[config.mk]
export PLATFORM = sky130hd
export DESIGN_NAME = gb_cart_sdram_bridge
export DESIGN_NICKNAME = d
export VERILOG_FILES = /design/src/rtl/gb_cart_pkg.sv /design/src/rtl/gb_rd_cache.sv /design/src/rtl/gb_cart_sdram_bridge.sv
export SDC_FILE = /design/constraint.sdc
export NUM_CORES = 1
export LEC_CHECK = 0
export CORE_UTILIZATION = 50
export CTS_CLUSTER_DIAMETER = 40
export CTS_CLUSTER_SIZE = 28
export DETAILED_ROUTE_END_ITERATION = 16
export GPL_ROUTABILITY_DRIVEN = 0
export GPL_TIMING_DRIVEN = 0
export PLACE_DENSITY = 0.73
export SLEW_MARGIN = 20
export SYNTH_ARGS = -nofsm -noshare
export SYNTH_HDL_FRONTEND = slang
export SYNTH_SLANG_ARGS = --single-unit
[constraint.sdc]
create_clock -name clk -period 2.9 [get_ports clk]
set_input_delay 0.29 -clock clk [delete_from_list [all_inputs] [get_ports clk]]
set_output_delay 0.29 -clock clk [all_outputs]
set_load 0.03 [all_outputs]
[src/rtl/gb_cart_pkg.sv]
// Shared types and constants for the GameBoy cartridge to SDRAM bridge.
package gb_cart_pkg;

   localparam int unsigned ADDR_W = 26;
   localparam logic [ADDR_W-1:0] SDRAM_RAM_BASE = 26'h2000000;

   typedef enum logic [1:0] {
      IDLE  = 2'd0,
      READ  = 2'd1,
      WRITE = 2'd2
   } bridge_state_e;

   // Eight-bit saturating increment for the Avalon wait counter.
   function automatic logic [7:0] sat_inc8(input logic [7:0] v);
      logic [7:0] r;
      if (v == 8'hFF) begin
         r = v;
      end else begin
         r = v + 8'd1;
      end
      return r;
   endfunction

endpackage

[src/rtl/gb_rd_cache.sv]
// Single-entry read cache: one tag, one data byte, one valid bit.
// A fill always wins over a same-cycle flush so freshly read data survives.
module gb_rd_cache
   import gb_cart_pkg::*;
(
   input  logic              clk,
   input  logic              reset_n,
   input  logic [ADDR_W-1:0] lookup_addr,
   output logic              hit,
   output logic [7:0]        rdata,
   input  logic              fill_en,
   input  logic [ADDR_W-1:0] fill_addr,
   input  logic [7:0]        fill_data,
   input  logic              upd_en,
   input  logic [ADDR_W-1:0] upd_addr,
   input  logic [7:0]        upd_data,
   input  logic              flush
);

   logic              valid_q, valid_d;
   logic [ADDR_W-1:0] tag_q, tag_d;
   logic [7:0]        data_q, data_d;

   // Lookup: combinational compare against the stored tag.
   always_comb begin
      hit   = valid_q & (tag_q == lookup_addr);
      rdata = data_q;
   end

   // Next-state: fill, write-through update of a matching tag, flush.
   always_comb begin
      valid_d = valid_q;
      tag_d   = tag_q;
      data_d  = data_q;
      if (fill_en) begin
         valid_d = 1'b1;
         tag_d   = fill_addr;
         data_d  = fill_data;
      end else begin
         if (upd_en && (upd_addr == tag_q)) begin
            data_d = upd_data;
         end else begin
            data_d = data_q;
         end
         if (flush) begin
            valid_d = 1'b0;
         end else begin
            valid_d = valid_q;
         end
      end
   end

   // Storage registers with synchronous active-low reset.
   always_ff @(posedge clk) begin
      if (!reset_n) begin
         valid_q <= 1'b0;
         tag_q   <= {ADDR_W{1'b0}};
         data_q  <= 8'h00;
      end else begin
         valid_q <= valid_d;
         tag_q   <= tag_d;
         data_q  <= data_d;
      end
   end

endmodule

[src/rtl/gb_cart_sdram_bridge.sv]
// Bridge from level-held GameBoy cartridge strobes to single Avalon-MM
// SDRAM accesses, with a one-entry read cache and a GB-clock stall output.
module gb_cart_sdram_bridge
   import gb_cart_pkg::*;
#(
   parameter int unsigned TIMEOUT_CYC = 255
)
(
   input  logic              clk,
   input  logic              reset_n,
   input  logic [25:0]       req_addr,
   input  logic              req_rd,
   input  logic              req_wr,
   input  logic [7:0]        req_wdata,
   input  logic              flush,
   output logic [7:0]        rsp_rdata,
   output logic              busy,
   output logic              err,
   output logic [25:0]       avm_address,
   output logic              avm_read,
   output logic              avm_write,
   output logic [7:0]        avm_writedata,
   input  logic [7:0]        avm_readdata,
   input  logic              avm_waitrequest
);

   // The wait counter is 8 bits; larger settings are truncated.
   localparam logic [7:0] TIMEOUT_LIM = 8'(TIMEOUT_CYC);

   logic              rd_q, rd_d;
   logic              wr_q, wr_d;
   logic [ADDR_W-1:0] addr_q, addr_d;

   bridge_state_e     state_q, state_d;
   logic [7:0]        cnt_q, cnt_d;
   logic [7:0]        rsp_q, rsp_d;
   logic              err_q, err_d;
   logic              avm_read_q, avm_read_d;
   logic              avm_write_q, avm_write_d;
   logic [ADDR_W-1:0] avm_addr_q, avm_addr_d;
   logic [7:0]        avm_wdata_q, avm_wdata_d;

   logic              rd_start, wr_start;
   logic              cache_hit;
   logic [7:0]        cache_rdata;
   logic              fill_en, upd_en;

   gb_rd_cache u_cache (
      .clk         (clk),
      .reset_n     (reset_n),
      .lookup_addr (req_addr),
      .hit         (cache_hit),
      .rdata       (cache_rdata),
      .fill_en     (fill_en),
      .fill_addr   (avm_addr_q),
      .fill_data   (avm_readdata),
      .upd_en      (upd_en),
      .upd_addr    (avm_addr_q),
      .upd_data    (avm_wdata_q),
      .flush       (flush)
   );

   // Edge detection: a read starts on a rising strobe or an address change
   // under a held strobe; a write starts only on the rising strobe.
   always_comb begin
      rd_d     = req_rd;
      wr_d     = req_wr;
      addr_d   = req_addr;
      rd_start = req_rd & (~rd_q | (req_addr != addr_q));
      wr_start = req_wr & ~wr_q;
      busy     = (state_q != IDLE) | wr_start | (rd_start & ~cache_hit);
   end

   // Previous-cycle copies of the GB strobes and address.
   always_ff @(posedge clk) begin
      if (!reset_n) begin
         rd_q   <= 1'b0;
         wr_q   <= 1'b0;
         addr_q <= {ADDR_W{1'b0}};
      end else begin
         rd_q   <= rd_d;
         wr_q   <= wr_d;
         addr_q <= addr_d;
      end
   end

   // Transaction FSM next-state: issue, wait, complete or time out.
   // The cache write-update uses the registered write data, which equals
   // req_wdata for the whole strobe.
   always_comb begin
      state_d     = state_q;
      cnt_d       = cnt_q;
      rsp_d       = rsp_q;
      err_d       = err_q;
      avm_read_d  = avm_read_q;
      avm_write_d = avm_write_q;
      avm_addr_d  = avm_addr_q;
      avm_wdata_d = avm_wdata_q;
      fill_en     = 1'b0;
      upd_en      = 1'b0;
      case (state_q)
         IDLE: begin
            cnt_d = 8'd0;
            if (wr_start) begin
               state_d     = WRITE;
               avm_write_d = 1'b1;
               avm_addr_d  = req_addr;
               avm_wdata_d = req_wdata;
            end else if (rd_start && cache_hit) begin
               rsp_d = cache_rdata;
            end else if (rd_start) begin
               state_d    = READ;
               avm_read_d = 1'b1;
               avm_addr_d = req_addr;
            end else begin
               state_d = IDLE;
            end
         end
         READ: begin
            if (!avm_waitrequest) begin
               state_d    = IDLE;
               avm_read_d = 1'b0;
               rsp_d      = avm_readdata;
               fill_en    = 1'b1;
            end else if (cnt_q == TIMEOUT_LIM) begin
               state_d    = IDLE;
               avm_read_d = 1'b0;
               rsp_d      = 8'hFF;
               err_d      = 1'b1;
            end else begin
               cnt_d = sat_inc8(cnt_q);
            end
         end
         WRITE: begin
            if (!avm_waitrequest) begin
               state_d     = IDLE;
               avm_write_d = 1'b0;
               upd_en      = 1'b1;
            end else if (cnt_q == TIMEOUT_LIM) begin
               state_d     = IDLE;
               avm_write_d = 1'b0;
               err_d       = 1'b1;
            end else begin
               cnt_d = sat_inc8(cnt_q);
            end
         end
         default: begin
            state_d     = IDLE;
            avm_read_d  = 1'b0;
            avm_write_d = 1'b0;
         end
      endcase
   end

   // FSM state and registered outputs; reset abandons any transaction.
   always_ff @(posedge clk) begin
      if (!reset_n) begin
         state_q     <= IDLE;
         cnt_q       <= 8'd0;
         rsp_q       <= 8'hFF;
         err_q       <= 1'b0;
         avm_read_q  <= 1'b0;
         avm_write_q <= 1'b0;
         avm_addr_q  <= {ADDR_W{1'b0}};
         avm_wdata_q <= 8'h00;
      end else begin
         state_q     <= state_d;
         cnt_q       <= cnt_d;
         rsp_q       <= rsp_d;
         err_q       <= err_d;
         avm_read_q  <= avm_read_d;
         avm_write_q <= avm_write_d;
         avm_addr_q  <= avm_addr_d;
         avm_wdata_q <= avm_wdata_d;
      end
   end

   assign rsp_rdata     = rsp_q;
   assign err           = err_q;
   assign avm_read      = avm_read_q;
   assign avm_write     = avm_write_q;
   assign avm_address   = avm_addr_q;
   assign avm_writedata = avm_wdata_q;

endmodule
Word level (Yosys, flattened, before mapping)
Cells that the tools add are included.
Storage, ports and cells
  register bits after elaboration: 118
  latch bits: 0
  RAM bits: 0
  ROM bits: 0
  output and inout bits: 46
  memories kept: 0
Operators by class
  add/sub/neg operators: 1
  multiply operators: 0
  div/mod/pow operators: 0
  $lt $le $gt $ge: 0
  equality and inequality tests: 18
  shift operators: 0
  muxes and demuxes: 32
  bitwise logic cells: 12
  reduce and logical (&&, ||, !) cells: 18
Operators with widths (count)
  $mux 26: 3
  $mux 8: 8
  $eq 26x26->1: 2
  $pmux 8 s2: 2
  $ne 26x26->1: 1
  $ne 2x2->1 const B: 7
  $mux 1: 12
  $reduce_and 3->1: 4
  $reduce_bool 2->1: 6
  $ne 3x3->1 const B: 3
  $add 8x1->8 const B: 1
  $eq 8x8->1 const B: 1
  $mux 2: 4
  $pmux 1 s3: 2
  $not 1->1: 5
  $reduce_and 5->1: 1
  $and 1x1->1: 4
  $pmux 2 s2: 1
  $reduce_and 2->1: 2
  $reduce_and 4->1: 1
  $ne 3x2->1 const B: 1
  $or 1x1->1: 3
  $eq 2x1->1 const B: 1
  $eq 2x2->1 const B: 1
  4 further kinds: 5

Longest topological paths before layout
  depth in word-level cells: 7
  gate-level depth with buffers: 8
  depth with buffers taken out: 7

By module
Synthesis repeated with hierarchy kept, for this count alone.
Second synthesis, totals
  cell total of the unflattened synthesis: 591
  area total of the unflattened synthesis: 5403.9 µm²
By module, submodules not included
  gb_cart_sdram_bridge: instances 1, cells an instance 387, area each 3448.3 µm², sequential area each 1661.6 µm²
  gb_rd_cache: instances 1, cells an instance 204, area each 1955.6 µm², sequential area each 700.7 µm²

Worst setup path before layout
OpenSTA, ideal clock, no wires.
  kind: reg-to-reg
  start: register avm_addr_q[21], in the netlist avm_address[21]
  end: register u_cache.data_q[0], in the netlist u_cache.rdata[0]
  setup time: 133 ps
  arrival: 1901 ps
  required time: 2767 ps
  setup slack: 866 ps
  cell stages (with the launch flop): 7
  buffers on the path: 0
  cells stage by stage: dfxtp_1 xor2_1 nor4_1 nand4_1 nor4_4 mux2i_1 a21oi_1
Between the ends
  longest elaborated chain between the ends: 3
Ends and longest elaborated chain
  from (decl): RTL line gb_cart_sdram_bridge.sv:40  | logic [ADDR_W-1:0] avm_addr_q, avm_addr_d;
  from (signal assigned): RTL line gb_cart_sdram_bridge.sv:164  | avm_addr_q <= {ADDR_W{1'b0}};
  from (signal assigned): RTL line gb_cart_sdram_bridge.sv:173  | avm_addr_q <= avm_addr_d;
  $eq 26x26->1: RTL line gb_rd_cache.sv:40  | if (upd_en && (upd_addr == tag_q)) begin
  $logic_and 1x1->1: RTL line gb_rd_cache.sv:40
  $reduce_bool 2->1 (no line)
  to (signal assigned): RTL line gb_rd_cache.sv:62  | data_q <= data_d;
  to (decl): RTL line gb_rd_cache.sv:22  | logic [7:0] data_q, data_d;
No other way between the ends.
A chain may end at the register's enable or synchronous reset.

Worst setup path after layout
  start: input req_addr[12]
  end: output busy
Between the ends
  longest elaborated chain between the ends: 5
Ends and longest elaborated chain
  from (decl): RTL line gb_cart_sdram_bridge.sv:11  | input logic [25:0] req_addr,
  $ne 26x26->1 or $eq 26x26->1 (tied branches): RTL line gb_cart_sdram_bridge.sv:69, gb_rd_cache.sv:26
  $or 1x1->1 or $and 1x1->1 (tied branches): RTL line gb_cart_sdram_bridge.sv:69, gb_rd_cache.sv:26
  $and 1x1->1 or $not 1->1 (tied branches): RTL line gb_cart_sdram_bridge.sv:69, gb_cart_sdram_bridge.sv:71
  $and 1x1->1 *: RTL line gb_cart_sdram_bridge.sv:71  | busy = (state_q != IDLE) | wr_start | (rd_start & ~cache_hit);
  $or 1x1->1 *: RTL line gb_cart_sdram_bridge.sv:71
  to (decl): RTL line gb_cart_sdram_bridge.sv:17  | output logic busy,
Every way passes the cells marked *; elsewhere a longest branch is shown, timed or not.

==> reports/results.env <==
FINAL.PERIOD_UTILIZATION=0.970
VDD_IR_DROP_MAX_uV=452
SYNTHTOLAYOUTAREAGROWTH_PCT=32.7
TIMING.REG2REG.SETUP_SLACK_NS=0.46
CTS-ROOT-TO-SINK-BUFFERS=2
FINAL_GLOBAL_ROUTE_OVERFLOW_TOTAL=0
FINISH.INSTANCE_AREA_MM2=0.00687
DRT_PRE_ANTENNA_ITERS=5
STD_CELL_ROWS=36
WORSTSETUPENDPOINTTYPE='primary output'
WORST-SETUP-PATH-TYPE='primary input to primary output'
DRT_ITER0_MARKERS=261
CTS_NUM_SINKS=118
DRIVE_ABOVE_1_SHARE=0.0628
FIN_SETUP_TNS_NS=0
SW_FRAC_OF_TOTAL=0.278
CTS_TREE='done'
SYNTH_AREA_LEADER_CELL='sky130_fd_sc_hd__dfxtp_1'
TIMING.FINAL.MAX_SLEW_VIOLATIONS=0
BUFFER_PORTS.INSERTED=92
SYNTH_TOP_CELLS_BY_AREA='sky130_fd_sc_hd__dfxtp_1 46%, sky130_fd_sc_hd__xnor2_1 11%, sky130_fd_sc_hd__nand2_1 9.9%, sky130_fd_sc_hd__mux2i_1 6.6%, sky130_fd_sc_hd__a21oi_1 5.0%'
CTS.REPORTEDPATHS.CLKPINSLEW_NS=0.06
FILLER_CELL_COUNT=817
SYNTH.NET_COUNT=647
FINALPOWER_W=0.00448
SYNTHMOSTINSTANTIATEDCELL='sky130_fd_sc_hd__nand2_1'
CRIT_PATH_START_KIND='primary input'
MAX_SLEW_MARGIN=0.457
CTS.HOLD.BUFFERS_ADDED=0
SYNTH_COMMONEST_CELLS='137 x sky130_fd_sc_hd__nand2_1, 118 x sky130_fd_sc_hd__dfxtp_1, 63 x sky130_fd_sc_hd__xnor2_1'
SYNTHESIS.AREA_MM2=0.00518
DRT-WIRELENGTH-PER-CELL_UM=16.6
DIE-AREA_MM2=0.0108
SYNTH_EDF_COUNT=0
FINAL.MIN_CLOCK_PERIOD_NS=2.81
HOLD_PATH_END='addr_q[17]$_SDFF_PN0_'
SETUP-VIOLATIONS-FINAL=0
YOSYSWARNINGCOUNT=0
TIGHTEST_SLEW_NS=0.808
CHIPHEIGHT_UM=104
DP_HPWL_UM=10200
FINAL_ANTENNA_DIODE_COUNT=0
HOLD_VIOLATIONS=0
CLOCKPOWERSHARE=0.436
GRT_PASS1_WL_UM=22800
ACHIEVABLE-FREQUENCY_MHz=355
REG2REGPATHDEPTH=6
SYNTH_TOP_AREA_FRAC=0.456
GRT_UTIL_ALL_LAYERS=0.271
MIN-DELAY-PATH-CLASS='primary input to register'
CTS-BUFFERS-INSERTED=17
SYNTH.DISTINCT_CELLS=39
WORSTSKEWPAIRLATENCY_NS=0.52
FLOORPLAN.CORE_AREA_MM2=0.00991
DPL-INSTANCE-AREA_MM2=0.00626
CTSHTREEMAXLEVEL=4
SYN-INSTANCE-COUNT=594
INITIAL_UTILIZATION=0.522
POSTSYNTH.ASYNCRESETSHARE=0
INITIAL_ANTENNA_VIOLATION_COUNT=0
CTS_ROOT_BUFFER='sky130_fd_sc_hd__clkbuf_8'
VIA_COUNT=4660
POWER.SWITCHING_W=0.00124
SYN_AVG_CELL_AREA_UM2=8.72
SEQ_POWER_SHARE=0.400
SYNTH_SEQ_AREA_SHARE=0.456
FINCLKSKEW_NS=0.00662
REG2REG_TO='u_cache.rdata[7]$_SDFFE_PN0P_'
REG2REG_FROM='avm_address[11]$_SDFFE_PN0P_'
TIMING.CRITICAL_PATH.CELLS='clkdlybuf4s50_1, xnor2_2, nand4_1, nor4_2, nand2_2, a311o_1, dlygate4sd2_1'
NETS=758
CHIPWIDTH_UM=104
MAXCAPVIOLATIONS=0
WHS_PATH_DEPTH=3
NUMBER_OF_ROUTED_NETS_WITH_ANTENNA_VIOLATIONS=0
CPPEAKSTAGEDELAY_NS=0.53
STATUS='finished, final reports clean'
HP-START='reset_n'
YOSYS_MOST_USED_DFF='sky130_fd_sc_hd__dfxtp_1'
SYNTH-SEQ-CELLS=118
CRIT_PATH_MAX_DELAY_CELL_TYPE='sky130_fd_sc_hd__clkdlybuf4s50_1'
TIMING.CRITICAL_PATH.FANOUT_MAX=5
FINALWIRELENGTH_UM=14100
P_LEAK_nW=2.67
ROUTE.DETAILED.DRC=0
CP_DATA_REQUIRED_TIME_NS=2.61
VIA_PER_INST=5.49
PIN_COUNT=94
CELLINTERNALPOWER_W=0.00324
GRT_START_MAX_NET_PINS=17
GRT_PASS1_VIAS=4482
COMB_POWER_SHARE=0.164
CRIT_ARRIVAL_NS=2.52
POSTLAYOUTCOREUTIL=0.693
CELLPOWERDENSITY_mW_PER_MM2=652
-- cell families after synthesis --
logic type      Yosys count  synth area share
simple gates            197             0.168
flops                   118             0.456
compound gates          100             0.115
xor+xnor                 81             0.137
buf+inv                  59            0.0464
mux                      34            0.0657
fa+ha+maj                 5            0.0121
-- critical path, delay by kind of cell --
family	cells	cell delay, ns
buffers and inverters	2	0.89
AOI/OAI and AO/OA	1	0.34
xor gates and xnor gates	1	0.28
and+or+nand+nor	3	0.72
-- repair_timing --
action	4_1_cts	5_1_grt
cloned	0	0
buffers inserted	0	0
resized for setup	6	4
pin swaps	0	1
setup endpoints to repair	1	1
hold endpoints to repair	0	0
-- per-layer routing --
metal,share of wire,track usage,wire length (um),vias to the layer above
li1,-,-,-,2223
met1,0.46,0.361,6470,2255
met2,0.47,0.439,6660,156
met3,0.051,0.0409,727,26
met4,0.019,0.115,272,0
met5,0,0,0,-
-- power groups by stage --
stage | Sequential, W | Clock, W | Combinational (W)
global route | 0.00180 | 0.00204 | 0.000789
CTS | 0.00179 | 0.00196 | 0.000727
floorplan | 0.00191 | 0 | 0.000338
detailed placement | 0.00183 | 0 | 0.000719
global placement | 0.00182 | 0 | 0.000708
finish | 0.00179 | 0.00195 | 0.000735
-- worst max-delay path by stage --
stage                                     to                    startpoint  slack [ns]
3_3_place_gp                            busy                  req_addr[20]       -0.39
4_1_cts                                 busy         addr_q[20]$_SDFF_PN0_        0.06
6_report                                busy                  req_addr[12]        0.09
2_1_floorplan  u_cache.rdata[0]$_SDFFE_PN0P_  avm_address[21]$_SDFFE_PN0P_        0.87
5_1_grt                                 busy                  req_addr[12]      -0.004
3_5_place_dp                            busy                  req_addr[20]       -0.39
-- layout by cell type, fill, tap and decap left out, types with 8 or more instances in the layout --
cell type                         count
sky130_fd_sc_hd__nand2_1            136
sky130_fd_sc_hd__nand4_1             17
sky130_fd_sc_hd__xor2_1              18
sky130_fd_sc_hd__a21oi_1             52
sky130_fd_sc_hd__clkdlybuf4s50_1     91
sky130_fd_sc_hd__inv_1               30
sky130_fd_sc_hd__xnor2_1             60
sky130_fd_sc_hd__mux2i_1             34
sky130_fd_sc_hd__dfxtp_1            118
sky130_fd_sc_hd__o21ai_0             13
sky130_fd_sc_hd__o221ai_1             8
sky130_fd_sc_hd__nor2_1              11
sky130_fd_sc_hd__clkbuf_1            24
sky130_fd_sc_hd__clkbuf_16           16
sky130_fd_sc_hd__o22ai_1              8
-- per-stage QoR --
| stage | cells | worst slack [ns] | hold slack [ns] |
|---|---|---|---|
| CTS | 849 | 0.0606 | 0.221 |
| finish | 849 | 0.0862 | 0.241 |
| global route | 849 | -0.00355 | 0.266 |
| global placement | 819 | -0.388 | 0.458 |
| detailed placement | 819 | -0.385 | 0.463 |
| floorplan | 594 | 0.866 | 0.401 |
-- final cells by class --
class | instances | area (um2) | area share
Buffer | 28 | 124 | 0.0180
Sequential cell | 118 | 2360 | 0.344
Clock buffer | 17 | 414 | 0.0603
Clock inverter | 13 | 135 | 0.0197
Inverter | 31 | 116 | 0.0169
Multi-Input combinational cell | 417 | 2630 | 0.383
Tap cell | 133 | 166 | 0.0242
Timing Repair Buffer | 92 | 920 | 0.134
-- state kept, by name, summed over array words and instances, names as in the netlist, 2 cells and up --
| name | flops |
|---|---|
| addr_q | 26 |
| avm_address | 26 |
| avm_writedata | 8 |
| cnt_q | 8 |
| rsp_rdata | 8 |
| state_q | 2 |
| u_cache.rdata | 8 |
| u_cache.tag_q | 26 |
No activity file was read; power rests on OpenSTA's default activity.
